--- src/rtl/mem_pkg.sv ---
// Shared encodings for the data-memory access unit: access sizes, FSM states
// and the alignment rule used by the reject logic.
package mem_pkg;

  localparam logic [1:0] SZ_BYTE    = 2'b00;
  localparam logic [1:0] SZ_HALF    = 2'b01;
  localparam logic [1:0] SZ_WORD    = 2'b10;
  localparam logic [1:0] SZ_ILLEGAL = 2'b11;

  typedef enum logic [1:0] {
    ST_IDLE  = 2'b00,
    ST_WRITE = 2'b01,
    ST_ACK   = 2'b10
  } state_t;

  // Halfwords need addr[0]=0, words need addr[1:0]=00; bytes are always aligned.
  function automatic logic is_misaligned(input logic [1:0] size, input logic [1:0] lo);
    return ((size == SZ_HALF) && lo[0]) || ((size == SZ_WORD) && (lo != 2'b00));
  endfunction

endpackage

--- src/rtl/mem_lane_mux.sv ---
// Combinational lane logic: load extraction/extension and sub-word store merge.
// Lanes are little-endian (addr[1:0]=0 is bits [7:0]).
module mem_lane_mux
  import mem_pkg::*;
(
  input  logic [31:0] ld_word,
  input  logic [1:0]  addr_lo,
  input  logic [1:0]  size,
  input  logic        is_signed,
  output logic [31:0] ld_data,
  input  logic [31:0] st_old,
  input  logic [31:0] st_wdata,
  output logic [31:0] st_merged
);

  logic [7:0]  ld_byte;
  logic [15:0] ld_half;

  // Select the addressed lane(s) and extend to 32 bits.
  always_comb begin
    ld_byte = ld_word[7:0];
    case (addr_lo)
      2'd1:    ld_byte = ld_word[15:8];
      2'd2:    ld_byte = ld_word[23:16];
      2'd3:    ld_byte = ld_word[31:24];
      default: ld_byte = ld_word[7:0];
    endcase
    ld_half = addr_lo[1] ? ld_word[31:16] : ld_word[15:0];
    case (size)
      SZ_BYTE: ld_data = {{24{is_signed & ld_byte[7]}}, ld_byte};
      SZ_HALF: ld_data = {{16{is_signed & ld_half[15]}}, ld_half};
      default: ld_data = ld_word;
    endcase
  end

  // Each byte lane either keeps the old RAM byte or takes the matching store byte.
  genvar gi;
  generate
    for (gi = 0; gi < 4; gi++) begin : g_lane
      localparam logic [1:0] LANE = 2'(gi);
      logic       hit;
      logic [7:0] src;

      // Decide whether this lane is overwritten and which store byte feeds it.
      always_comb begin
        case (size)
          SZ_BYTE: begin
            hit = (addr_lo == LANE);
            src = st_wdata[7:0];
          end
          SZ_HALF: begin
            hit = (addr_lo[1] == LANE[1]);
            src = st_wdata[8*(gi%2) +: 8];
          end
          default: begin
            hit = 1'b1;
            src = st_wdata[8*gi +: 8];
          end
        endcase
      end

      assign st_merged[8*gi +: 8] = hit ? src : st_old[8*gi +: 8];
    end
  endgenerate

endmodule

--- src/rtl/mem_access_unit.sv ---
// Data-memory access unit: turns byte/half/word load/store requests into
// cycles on a word-addressed RAM without byte enables. Sub-word stores use a
// read-modify-write through the WRITE state; bad requests complete with err.
module mem_access_unit
  import mem_pkg::*;
#(
  parameter int RAM_SIZE = 256
) (
  input  logic        clk,
  input  logic        reset,
  input  logic        req,
  input  logic        req_we,
  input  logic [1:0]  req_size,
  input  logic        req_signed,
  input  logic [31:0] req_addr,
  input  logic [31:0] req_wdata,
  output logic        ready,
  output logic        ack,
  output logic        err,
  output logic [31:0] rdata,
  output logic        MemRd,
  output logic        MemWr,
  output logic [31:0] MemAddr,
  output logic [31:0] MemWrtData,
  input  logic [31:0] MemRdData
);

  localparam logic [31:0] RAM_WORDS = 32'(RAM_SIZE);

  state_t      state_reg, state_next;
  logic        err_reg;
  logic [31:0] rdata_reg;
  logic [31:0] merge_reg;
  logic [29:0] waddr_reg;

  logic        accept;
  logic        reject;
  logic        is_word_store;
  logic        is_sub_store;
  logic [31:0] ld_data;
  logic [31:0] st_merged;

  logic        mem_rd, mem_wr;
  logic [31:0] mem_addr, mem_wdata;

  assign ready  = (state_reg == ST_IDLE);
  assign ack    = (state_reg == ST_ACK);
  assign err    = ack & err_reg;
  assign rdata  = rdata_reg;
  assign accept = ready & req;

  // A request is rejected for illegal size, misalignment, or a word index past the RAM.
  assign reject = (req_size == SZ_ILLEGAL)
               || is_misaligned(req_size, req_addr[1:0])
               || ({2'b00, req_addr[31:2]} >= RAM_WORDS);

  assign is_word_store = req_we && (req_size == SZ_WORD);
  assign is_sub_store  = req_we && (req_size != SZ_WORD);

  mem_lane_mux u_lane_mux (
    .ld_word   (MemRdData),
    .addr_lo   (req_addr[1:0]),
    .size      (req_size),
    .is_signed (req_signed),
    .ld_data   (ld_data),
    .st_old    (MemRdData),
    .st_wdata  (req_wdata),
    .st_merged (st_merged)
  );

  // State register.
  always_ff @(posedge clk or posedge reset) begin
    if (reset) state_reg <= ST_IDLE;
    else       state_reg <= state_next;
  end

  // Next state and RAM port drive; the port is quiet unless an access is live.
  always_comb begin
    state_next = state_reg;
    mem_rd     = 1'b0;
    mem_wr     = 1'b0;
    mem_addr   = 32'd0;
    mem_wdata  = 32'd0;
    case (state_reg)
      ST_IDLE: begin
        if (req) begin
          if (reject) begin
            state_next = ST_ACK;
          end else begin
            mem_addr   = {req_addr[31:2], 2'b00};
            mem_rd     = !is_word_store;
            mem_wr     = is_word_store;
            mem_wdata  = is_word_store ? req_wdata : 32'd0;
            state_next = is_sub_store ? ST_WRITE : ST_ACK;
          end
        end
      end
      ST_WRITE: begin
        mem_wr     = 1'b1;
        mem_addr   = {waddr_reg, 2'b00};
        mem_wdata  = merge_reg;
        state_next = ST_ACK;
      end
      ST_ACK: begin
        state_next = ST_IDLE;
      end
      default: begin
        state_next = ST_IDLE;
      end
    endcase
  end

  // Reset kills the port at once, so an in-flight merge write never lands.
  assign MemRd      = mem_rd & ~reset;
  assign MemWr      = mem_wr & ~reset;
  assign MemAddr    = reset ? 32'd0 : mem_addr;
  assign MemWrtData = reset ? 32'd0 : mem_wdata;

  // Capture completion status, load result and the pending merge on acceptance.
  always_ff @(posedge clk or posedge reset) begin
    if (reset) begin
      err_reg   <= 1'b0;
      rdata_reg <= 32'd0;
      merge_reg <= 32'd0;
      waddr_reg <= 30'd0;
    end else if (accept) begin
      err_reg <= reject;
      if (!reject && !req_we) rdata_reg <= ld_data;
      if (!reject && is_sub_store) begin
        merge_reg <= st_merged;
        waddr_reg <= req_addr[31:2];
      end
    end
  end

endmodule

--- config.mk ---
export PLATFORM = sky130hd
export DESIGN_NAME = mem_access_unit
export DESIGN_NICKNAME = d
export VERILOG_FILES = /design/src/rtl/mem_pkg.sv /design/src/rtl/mem_lane_mux.sv /design/src/rtl/mem_access_unit.sv
export SDC_FILE = /design/constraint.sdc
export NUM_CORES = 1
export LEC_CHECK = 0
export BUFFER_PORTS_ARGS = -buffer_cell sky130_fd_sc_hd__buf_2
export CAP_MARGIN = 20
export CORE_MARGIN = 2
export CORE_UTILIZATION = 51
export DETAILED_ROUTE_END_ITERATION = 6
export PLACE_DENSITY = 0.79
export SLEW_MARGIN = 25
export SYNTH_ARGS = -nofsm -noshare
export SYNTH_HDL_FRONTEND = slang
export SYNTH_HIERARCHICAL = 1
export SYNTH_SLANG_ARGS = --single-unit
--- constraint.sdc ---
create_clock -name clk -period 4.15 [get_ports clk]
set_input_delay 0.83 -clock clk [delete_from_list [all_inputs] [get_ports clk]]
set_output_delay 0.83 -clock clk [all_outputs]
set_load 0.01 [all_outputs]
Yosys cells after proc, flatten, opt, wreduce, memory -nomap -nowiden
Index checks and enable logic that the tools add are counted.
Word-level totals
  flip-flop bits (word level): 97
  bits of input ports: 103
  output and inout bits: 101
  word-level logic and storage cells: 76
Operators by class
  equal/unequal tests: 10
  order comparisons: 1
  bitwise operators: 8
  mux-type cells: 33
  reduce and logical (&&, ||, !) cells: 19
Operator list (count)
  two-way mux 32 bit: 7
  case mux 32 bit (2 select lines): 3
  two-way mux 8 bit: 6
  greater-or-equal comparator 30 x 9 -> 1 bit (second input constant): 1
  case mux 8 bit (3 select lines): 1
  two-way mux 16 bit: 1
  case mux 8 bit (2 select lines): 1
  equality test 2 bit (second input constant): 5
  case mux 1 bit (2 select lines): 5
  AND 1 bit: 6
  equality test 2 x 1 -> 1 bit (second input constant): 3
  logical AND 1 bit: 6
  logical NOT 2 bit: 3
  two-way mux 2 bit: 3
  two-way mux 1 bit: 5
  != test 2 bit (second input constant): 2
  case mux 2 bit (2 select lines): 1
  AND reduction 2 bit: 2
  logical NOT 1 bit: 3
  logical OR 1 bit: 3
  NOT 1 bit: 2
  nonzero test 2 bit: 1
  OR reduction 2 bit: 1

Logic depth before layout (Yosys ltp)
Gate-level depths: netlist of the first run.
  word-level depth: 9
  gate-level depth with buffers: 7
  gate-level depth less buffers: 4

Cells and area by module
The synthesis of the first run kept the hierarchy.
Modules (own cells, without submodules)
  mem_access_unit: times used 1, area an instance 4310.4 sq um, cells an instance 318, seq. area each 2427.3 sq um
  mem_lane_mux: times used 1, area an instance 1674.1 sq um, cells an instance 206, seq. area each 0.0 sq um

Least setup slack after synthesis of the first run
No wires, ideal clock.
  kind: input to output
  from: input req_addr[29]
  to: output MemWrtData[29]
  data arrival time: 2.067 ns
  setup slack: 1.253 ns
  required time: 3.320 ns
  cell stages on the path: 6
  path through: nor4_1 and4_1 and4_1 clkbuf_1 buf_2 a32o_1
On the way
  cells in the longest elaborated chain, start to end: 6
Ends and longest elaborated chain
  start, declared: line mem_access_unit.sv:15  | input logic [31:0] req_addr,
  greater-or-equal comparator 30 x 9 -> 1 bit: line mem_access_unit.sv:55  | || ({2'b00, req_addr[31:2]} >= RAM_WORDS);
  logical OR 1 bit: line mem_access_unit.sv:55
  two-way mux 32 bit: line mem_access_unit.sv:87  | if (reject) begin
  two-way mux 32 bit: line mem_access_unit.sv:86  | if (req) begin
  case mux 32 bit (2 select lines): line mem_access_unit.sv:84  | case (state_reg)
  two-way mux 32 bit: line mem_access_unit.sv:117  | assign MemWrtData = reset ? 32'd0 : mem_wdata;
  end, declared: line mem_access_unit.sv:24  | output logic [31:0] MemWrtData,
No other way between the ends.

Worst setup path after layout of the first run
  from: input req_addr[1]
  to: output MemWrtData[3]
On the way
  cells in the longest elaborated chain, start to end: 9
Ends and longest elaborated chain
  nonzero test 2 bit: line mem_pkg.sv:18  | return ((size == SZ_HALF) && lo[0]) || ((size == SZ_WORD) && (lo != 2'b00));
  logical AND 1 bit: line mem_pkg.sv:18
  logical OR 1 bit: line mem_pkg.sv:18
  logical OR 1 bit: line mem_access_unit.sv:54  | || is_misaligned(req_size, req_addr[1:0])
  logical OR 1 bit: line mem_access_unit.sv:55
  two-way mux 32 bit: line mem_access_unit.sv:87
  two-way mux 32 bit: line mem_access_unit.sv:86
  case mux 32 bit (2 select lines): line mem_access_unit.sv:84
  two-way mux 32 bit: line mem_access_unit.sv:117
No other way between the ends.

==> flow_summary.ini, run 1 <==
[global_routing]
grt_overflow_total = 0
grt_pass1_wl_um = 27500
grtUsageTotal = 0.279
grt_max_degree = 80
antenna_found_initial = 0
grt_pass1_vias = 5036

[timing]
tightest_slew_ns = 0.703
rsz0062_at_grt = false
setup_ws_ns = 0.639
setup_viol = 0
fmax_mhz = 285
period_share = 0.846
period_needed_ns = 3.51
hold_viol = 0
skew_ns = 0.00549
slew_headroom = 0.531
whs_ns = 0.486
slew_violations = 0
setup_tns_ns = 0

[clock_network]
ctsHoldBuffers = 0
cts_buffers = 9
cts_tree = yes
cts.repair.resized = 0
path_clk_slew_ns = 0.07
clock_latency_ns = 0.35
cts-root-buf = clkbuf_16
cts.path.max_buffers = 2
clock-sinks = 97
post_cts_buffers = 0
cts_max_level = 3

[finish]
regArea_um2 = 2430
final_common_cell = buf_2
design_area_um2 = 7290
layout_common_cells = 201 x buf_2, 97 x dfrtp_1, 64 x mux2_2
insertedDiodeCount = 0
drive_gt1_frac = 0.473
fill_cells = 946
multi_input_area_um2 = 3240
final_nets = 802
syn_to_final_growth_pct = 21.9

[critical_path]
rr_endpoint = merge_reg[6]
reg2reg_from = state_reg[0]
cp-start-kind = input port
criticalPathCategory = in -> out
rrSetupSlack_ns = 1.87
required_ns = 3.32
end_kind = output pin
crit_fanout = 40
arrival_ns = 2.68
r2r_cells = 5

[yosys]
ys_seq_elements = 97
netlist_instances = 524
async_flop_share = 1.00
yosysWarningCount = 6
synth_ff_type = dfrtp_1
synth-edff-count = 0
synth_cell_types = 49
syn_area_um2 = 5980
ys_seq_area_frac = 0.406
syn-mean-instance-area_um2 = 11.4

[die]
start_util = 0.524
dieWidth_um = 112
die_area_um2 = 12600
die_h_um = 112
core_um2 = 11400
io_pins = 204
rows = 39

[flow_run]
drv_cap = 0

[worst_hold_path]
whs_path_depth = 1
hold_class = reg -> reg
hold_path_end = state_reg[1]
min_from = state_reg[1]

[placement]
port-buffer-count = 201
place_area_um2 = 6970
place_hpwl_um = 12900
dp_slack_ns = 0.663
place_congestion = 0.895

[route]
dr.pass1.iters = 4
drt-initial-drc-count = 399
wirelength_um = 17600
viasPerCell = 6.03
wl_per_cell_um = 20.7
drc = 0
ant_nets = 0
vias = 5105

[power]
leakage_uw = 0.00393
vdd.ir_drop.worst_mv = 0.200
power-per-cell-area_nw_per_um2 = 295
finalPower_uw = 2150

[run_status]
outcome = completed
## cell families after synthesis
family / count (synthesis) / synth area share
flops: 97 / 0.406
other cells: 1 / 0.000627
buf+inv: 59 / 0.0537
compound gates: 108 / 0.148
simple gates: 123 / 0.113
mux: 136 / 0.279
## synth_stat cells, types with 2 or more instances
master	instances	area, um^2
a311oi_1	5	43.8
buf_6	8	90.1
nor2_1	17	63.8
nand2_1	30	113
and3_1	22	138
and2_1	3	18.8
a22oi_1	5	37.5
buf_4	4	30.0
mux2i_1	10	100
nor3_1	3	15.0
o221ai_1	9	78.8
mux4_2	5	113
o21ai_1	11	55.1
and4_1	2	17.5
a21oi_4	2	32.5
a22o_1	9	78.8
a32o_1	32	320
mux2_1	32	360
o21ai_0	8	40.0
a21oi_1	10	50.1
o22ai_1	7	43.8
nor2b_1	27	169
buf_2	18	90.1
nand2b_1	4	25.0
nand4_1	2	12.5
mux2_4	25	375
mux2_2	64	721
inv_1	10	37.5
nor4_1	5	31.3
nand3_1	3	15.0
dfrtp_1	97	2430
a21o_1	2	15.0
clkbuf_1	17	63.8
## power breakdown
group	switching, uW	total (uW)	internal, uW
Sequential	0.644	946	946
Combinational	180	309	129
Clock	372	898	527
## worst max-delay path by stage
stage / slack, ns / endpoint / startpoint
detailed placement: 0.66 / MemWrtData[3] / req_addr[1]
global placement: 0.74 / MemWrtData[31] / req_addr[1]
global route: 0.50 / MemWrtData[8] / req_addr[1]
floorplan: 0.79 / err_reg / reset
CTS: 0.66 / MemWrtData[3] / req_addr[1]
finish: 0.64 / MemWrtData[3] / req_addr[1]
## worst max-delay path, cell delays in order
cell      delay (ns)
buf_2           0.27
nor3_1          0.31
o2111a_1        0.28
and4_1          0.19
buf_4           0.37
a32o_1          0.26
buf_2           0.13
## area by class of cell
cell class                      instances  share of cell area
Inverter                               12             0.00720
Multi-Input combinational cell        369               0.444
Tap cell                              143              0.0245
Clock buffer                            9              0.0309
Sequential cell                        97               0.333
Clock inverter                          7              0.0130
Timing Repair Buffer                  210               0.147
## layer usage
layer | GRT usage | up-vias | wire length [um]
li1 | - | 2319 | -
met1 | 0.397 | 2508 | 7690
met2 | 0.421 | 249 | 8050
met3 | 0.0637 | 29 | 1390
met4 | 0.0984 | 0 | 432
met5 | 0 | - | 0
## through the flow
stage               std cells   util
floorplan                 525      -
global placement          831  0.611
detailed placement        831  0.611
CTS                       847  0.639
global route              847  0.639
finish                    847  0.639
Power figures use the tool's default switching activity.
==> run 2: changes to the inputs <==
CORE_UTILIZATION = 46   (was 51)
PLACE_DENSITY = 0.75   (was 0.79)
clock period = 3.1 ns   (was 4.15 ns; I/O delays follow)
==> flow_summary.ini, run 2 (same netlist as run 1, synthesis figures left out) <==
[die]
dieWidth_um = 118
core_um2 = 12700
start_util = 0.472
die_h_um = 118
die_area_um2 = 13900
rows = 41
io_pins = 204

[route]
vias = 5160
drc = 0
viasPerCell = 5.86
drt-initial-drc-count = 337
ant_nets = 0
dr.pass1.iters = 5
wirelength_um = 18100
wl_per_cell_um = 20.6

[critical_path]
cpPeakStageDelay_ns = 0.33
cp_slowest_cell = nor4_1
rrSetupSlack_ns = 1.13
worstPathCellList = buf_2 -> nor4_1 -> and4_1 -> and4_1 -> buf_12 -> a32o_1 -> buf_2
required_ns = 2.48
arrival_ns = 2.18
crit_family = simple AND/OR/NAND/NOR gates
r2r_cells = 5
cp_num_buf_inv = 3
rr_endpoint = waddr_reg[7]
cp-start-kind = input port
crit_fanout = 40
criticalPathCategory = in -> out
end_kind = output pin
reg2reg_from = state_reg[1]

[power]
p_seq_frac = 0.469
power-per-cell-area_nw_per_um2 = 368
p_switching_uw = 697
switching_share = 0.258
pwr-share-clk = 0.375
power.internal_uw = 2000
leakage_uw = 0.00394
comb_power_share = 0.156
vdd.ir_drop.worst_mv = 0.313

[timing]
hold_viol = 0
fmax_mhz = 357
skew_ns = 0.00645
tightest_slew_ns = 0.726
slew_headroom = 0.515
whs_ns = 0.406
rsz0062_at_grt = false
period_share = 0.904
setup_tns_ns = 0
slew_violations = 0
setup_viol = 0
period_needed_ns = 2.80

[clock_network]
cts_max_level = 3
post_cts_buffers = 0
cts_buffers = 9
clock_latency_ns = 0.34
clock-sinks = 97
cts_tree = yes
cts.repair.resized = 0
cts-root-buf = clkbuf_16
cts.path.max_buffers = 2
ctsHoldBuffers = 0
path_clk_slew_ns = 0.06

[placement]
place_inst = 865
place_congestion = 0.888
port-buffer-count = 201
place_hpwl_um = 13400

[run_status]
outcome = completed

[finish]
layout_common_cells = 201 x buf_2, 97 x dfrtp_1, 64 x mux2_2
insertedDiodeCount = 0
final_common_cell = buf_2
final_nets = 807
syn_to_final_growth_pct = 22.8
drive_gt1_frac = 0.473
final_cells = 880

[global_routing]
grtUsageTotal = 0.264
grt_pass1_vias = 5341
grt_overflow_total = 0
antenna_found_initial = 0
grt_pass1_wl_um = 28800
grt_max_degree = 65

[flow_run]
drv_cap = 0

[worst_hold_path]
hold_class = in -> async
## run 2: per-stage QoR
stage          area (um^2)  total power, uW  setup WS [ns]   util
2_1_floorplan         5990             1540          0.623      -
3_3_place_gp          7080             1700          0.298  0.559
3_5_place_dp          7080             1710          0.287  0.559
4_1_cts               7350             2720          0.284  0.580
5_1_grt               7350             2830          0.156  0.580
6_report              7350             2700          0.298  0.580
## run 2: area by class of cell
cell class                      instances  area (um^2)
Timing Repair Buffer                  215         1150
Fill cell                            1115         5320
Sequential cell                        97         2430
Clock inverter                          3         17.5
Clock buffer                           12          246
Tap cell                              172          215
Multi-Input combinational cell        369         3240
Inverter                               12         51.3
## run 2: worst register-to-register path: stages (launching register included)
cell     delay, ns
dfrtp_1       0.41
nor2_1        0.15
and2_1        0.24
nor4b_4       0.28
buf_12        0.33
mux2_2        0.45
## run 2: how the worst max path moves through the flow
| stage | from | to | slack (ns) | depth (start not counted) |
|---|---|---|---|---|
| final | req_addr[13] | MemWrtData[24] | 0.30 | 7 |
| after detailed placement | req_addr[10] | MemWrtData[24] | 0.29 | 7 |
| after global routing | req_addr[19] | MemWrtData[24] | 0.16 | 7 |
| after global placement | req_addr[13] | MemWrtData[24] | 0.30 | 7 |
| after CTS | req_addr[13] | MemWrtData[24] | 0.28 | 7 |
| after floorplan | req_addr[29] | MemWrtData[29] | 0.62 | 6 |
## run 2: power groups by stage
stage / Clock [uW] / Sequential, uW / Combinational, uW
finish: 1010 / 1270 / 422
global route: 1100 / 1270 / 455
CTS: 1040 / 1270 / 419
detailed placement: 0 / 1290 / 417
global placement: 0 / 1290 / 409
floorplan: 0 / 1290 / 250
## run 2: per-layer routing
| metal | track usage | share of wire | vias to the layer above |
|---|---|---|---|
| met5 | 0 | 0 | - |
| met4 | 0.109 | 0.032 | 0 |
| met3 | 0.0688 | 0.078 | 39 |
| met2 | 0.414 | 0.46 | 226 |
| met1 | 0.345 | 0.43 | 2575 |
| li1 | - | - | 2320 |
==> run 3: changes to the inputs <==
CORE_UTILIZATION = 55   (was 46)
PLACE_DENSITY = 0.84   (was 0.75)
clock period = 3.6 ns   (was 3.1 ns; I/O delays follow)
==> flow_summary.ini, run 3 (same netlist as run 1, synthesis figures left out) <==
[critical_path]
rrSetupSlack_ns = 1.52
cp-start-kind = input port
required_ns = 2.88
end_kind = output pin
crit_fanout = 40
cp-startpoint = req_addr[10]
reg2reg_from = state_reg[0]
criticalPathCategory = in -> out
arrival_ns = 2.42

[timing]
hold_viol = 0
slew_violations = 0
skew_ns = 0.00621
fmax_mhz = 318
setup_tns_ns = 0
period_share = 0.873
period_needed_ns = 3.14
setup_viol = 0
slew_headroom = 0.608
whs_ns = 0.432
rsz0062_at_grt = false
tightest_slew_ns = 0.587

[global_routing]
busiest_layer = met2
grt_util_met3 = 0.0573
gr-usage-met2 = 0.483
grtUsageTotal = 0.297
grt_max_degree = 63
grt_pass1_wl_um = 26500
grtUsageMet1 = 0.397
antenna_found_initial = 0
grt_overflow_total = 0
grt_pass1_vias = 4949

[clock_network]
cts.path.max_buffers = 2
ctsHoldBuffers = 0
cts_max_level = 3
clock-sinks = 97
cts.repair.resized = 0
clock_latency_ns = 0.36
post_cts_buffers = 0
cts_buffers = 9
cts-root-buf = clkbuf_8
cts_tree = yes
path_clk_slew_ns = 0.10

[route]
wl_per_cell_um = 20.5
drt-initial-drc-count = 417
drc = 0
ant_nets = 0
viasPerCell = 6.07
dr.pass1.iters = 5
vias = 5134
wirelength_um = 17300

[die]
core_um2 = 10700
rows = 38
dieWidth_um = 108
die_area_um2 = 11700
die_h_um = 108
io_pins = 204
start_util = 0.557

[finish]
fill_cells = 864
multi_input_area_um2 = 3240
layout_common_cells = 201 x buf_2, 97 x dfrtp_1, 64 x mux2_2
regArea_um2 = 2430
drive_gt1_frac = 0.475
final_nets = 804
syn_to_final_growth_pct = 20.4
final_common_cell = buf_2
insertedDiodeCount = 0

[run_status]
outcome = completed

[power]
vdd.ir_drop.worst_mv = 0.180
power-per-cell-area_nw_per_um2 = 299
leakage_uw = 0.00389

[placement]
port-buffer-count = 201
place_congestion = 0.929
place_hpwl_um = 12900

[flow_run]
drv_cap = 0

[worst_hold_path]
hold_class = in -> async
[run 3: changes by cell type in the layout (fill, tap and decap cells not counted)]
cell	before	now
clkbuf_1	2	0
bufinv_16	0	1
buf_12	3	2
clkbuf_16	9	0
clkbuf_8	1	9
clkinvlp_4	2	3
clkinv_4	0	1
inv_4	1	2
buf_4	11	9
[run 3: worst max-delay path, cell delays in order]
cell and delay (ns):
buf_2 0.10, nor4_1 0.35, and4_1 0.28, and4_1 0.18
buf_4 0.36, a32o_1 0.26, buf_2 0.14
[run 3: final timing paths]
path	end	depth (start not counted)
min in group clk	err_reg	1
max	MemWrtData[17]	7
min reg2reg	err_reg	1
max reg2reg	merge_reg[11]	6
min	waddr_reg[9]	2
max in group asynchronous	merge_reg[21]	3
[run 3: layout make-up]
class / instances / share of cell area
inverter: 12 / 0.00695
multi-input combinational: 369 / 0.450
clock inverter: 7 / 0.00990
clock buffer: 9 / 0.0172
sequential: 97 / 0.337
timing repair buffer: 212 / 0.155
tap: 140 / 0.0243
[run 3: report_power, final]
group	switching [uW]	total, uW	leakage (uW)	internal, uW
clock network	387	707	0.0000912	320
logic	209	360	0.00245	151
registers	0.731	1090	0.00135	1090
total	596	2160	0.00389	1560
[run 3: per-layer routing]
metal  share of wire  up-vias
met4           0.027        0
met2            0.48      260
met3           0.088       47
met1            0.41     2514
li1                -     2313
met5               0        -
[run 3: stage by stage]
| step | utilization | area, um^2 | worst slack [ns] | instances | total power, uW |
|---|---|---|---|---|---|
| CTS | 0.670 | 7200 | 0.449 | 846 | 2170 |
| global route | 0.670 | 7200 | 0.268 | 846 | 2250 |
| global placement | 0.652 | 7010 | 0.539 | 830 | 1450 |
| finish | 0.670 | 7200 | 0.458 | 846 | 2160 |
| floorplan | - | 5990 | 0.346 | 525 | 1330 |
| detailed placement | 0.652 | 7010 | 0.472 | 830 | 1460 |
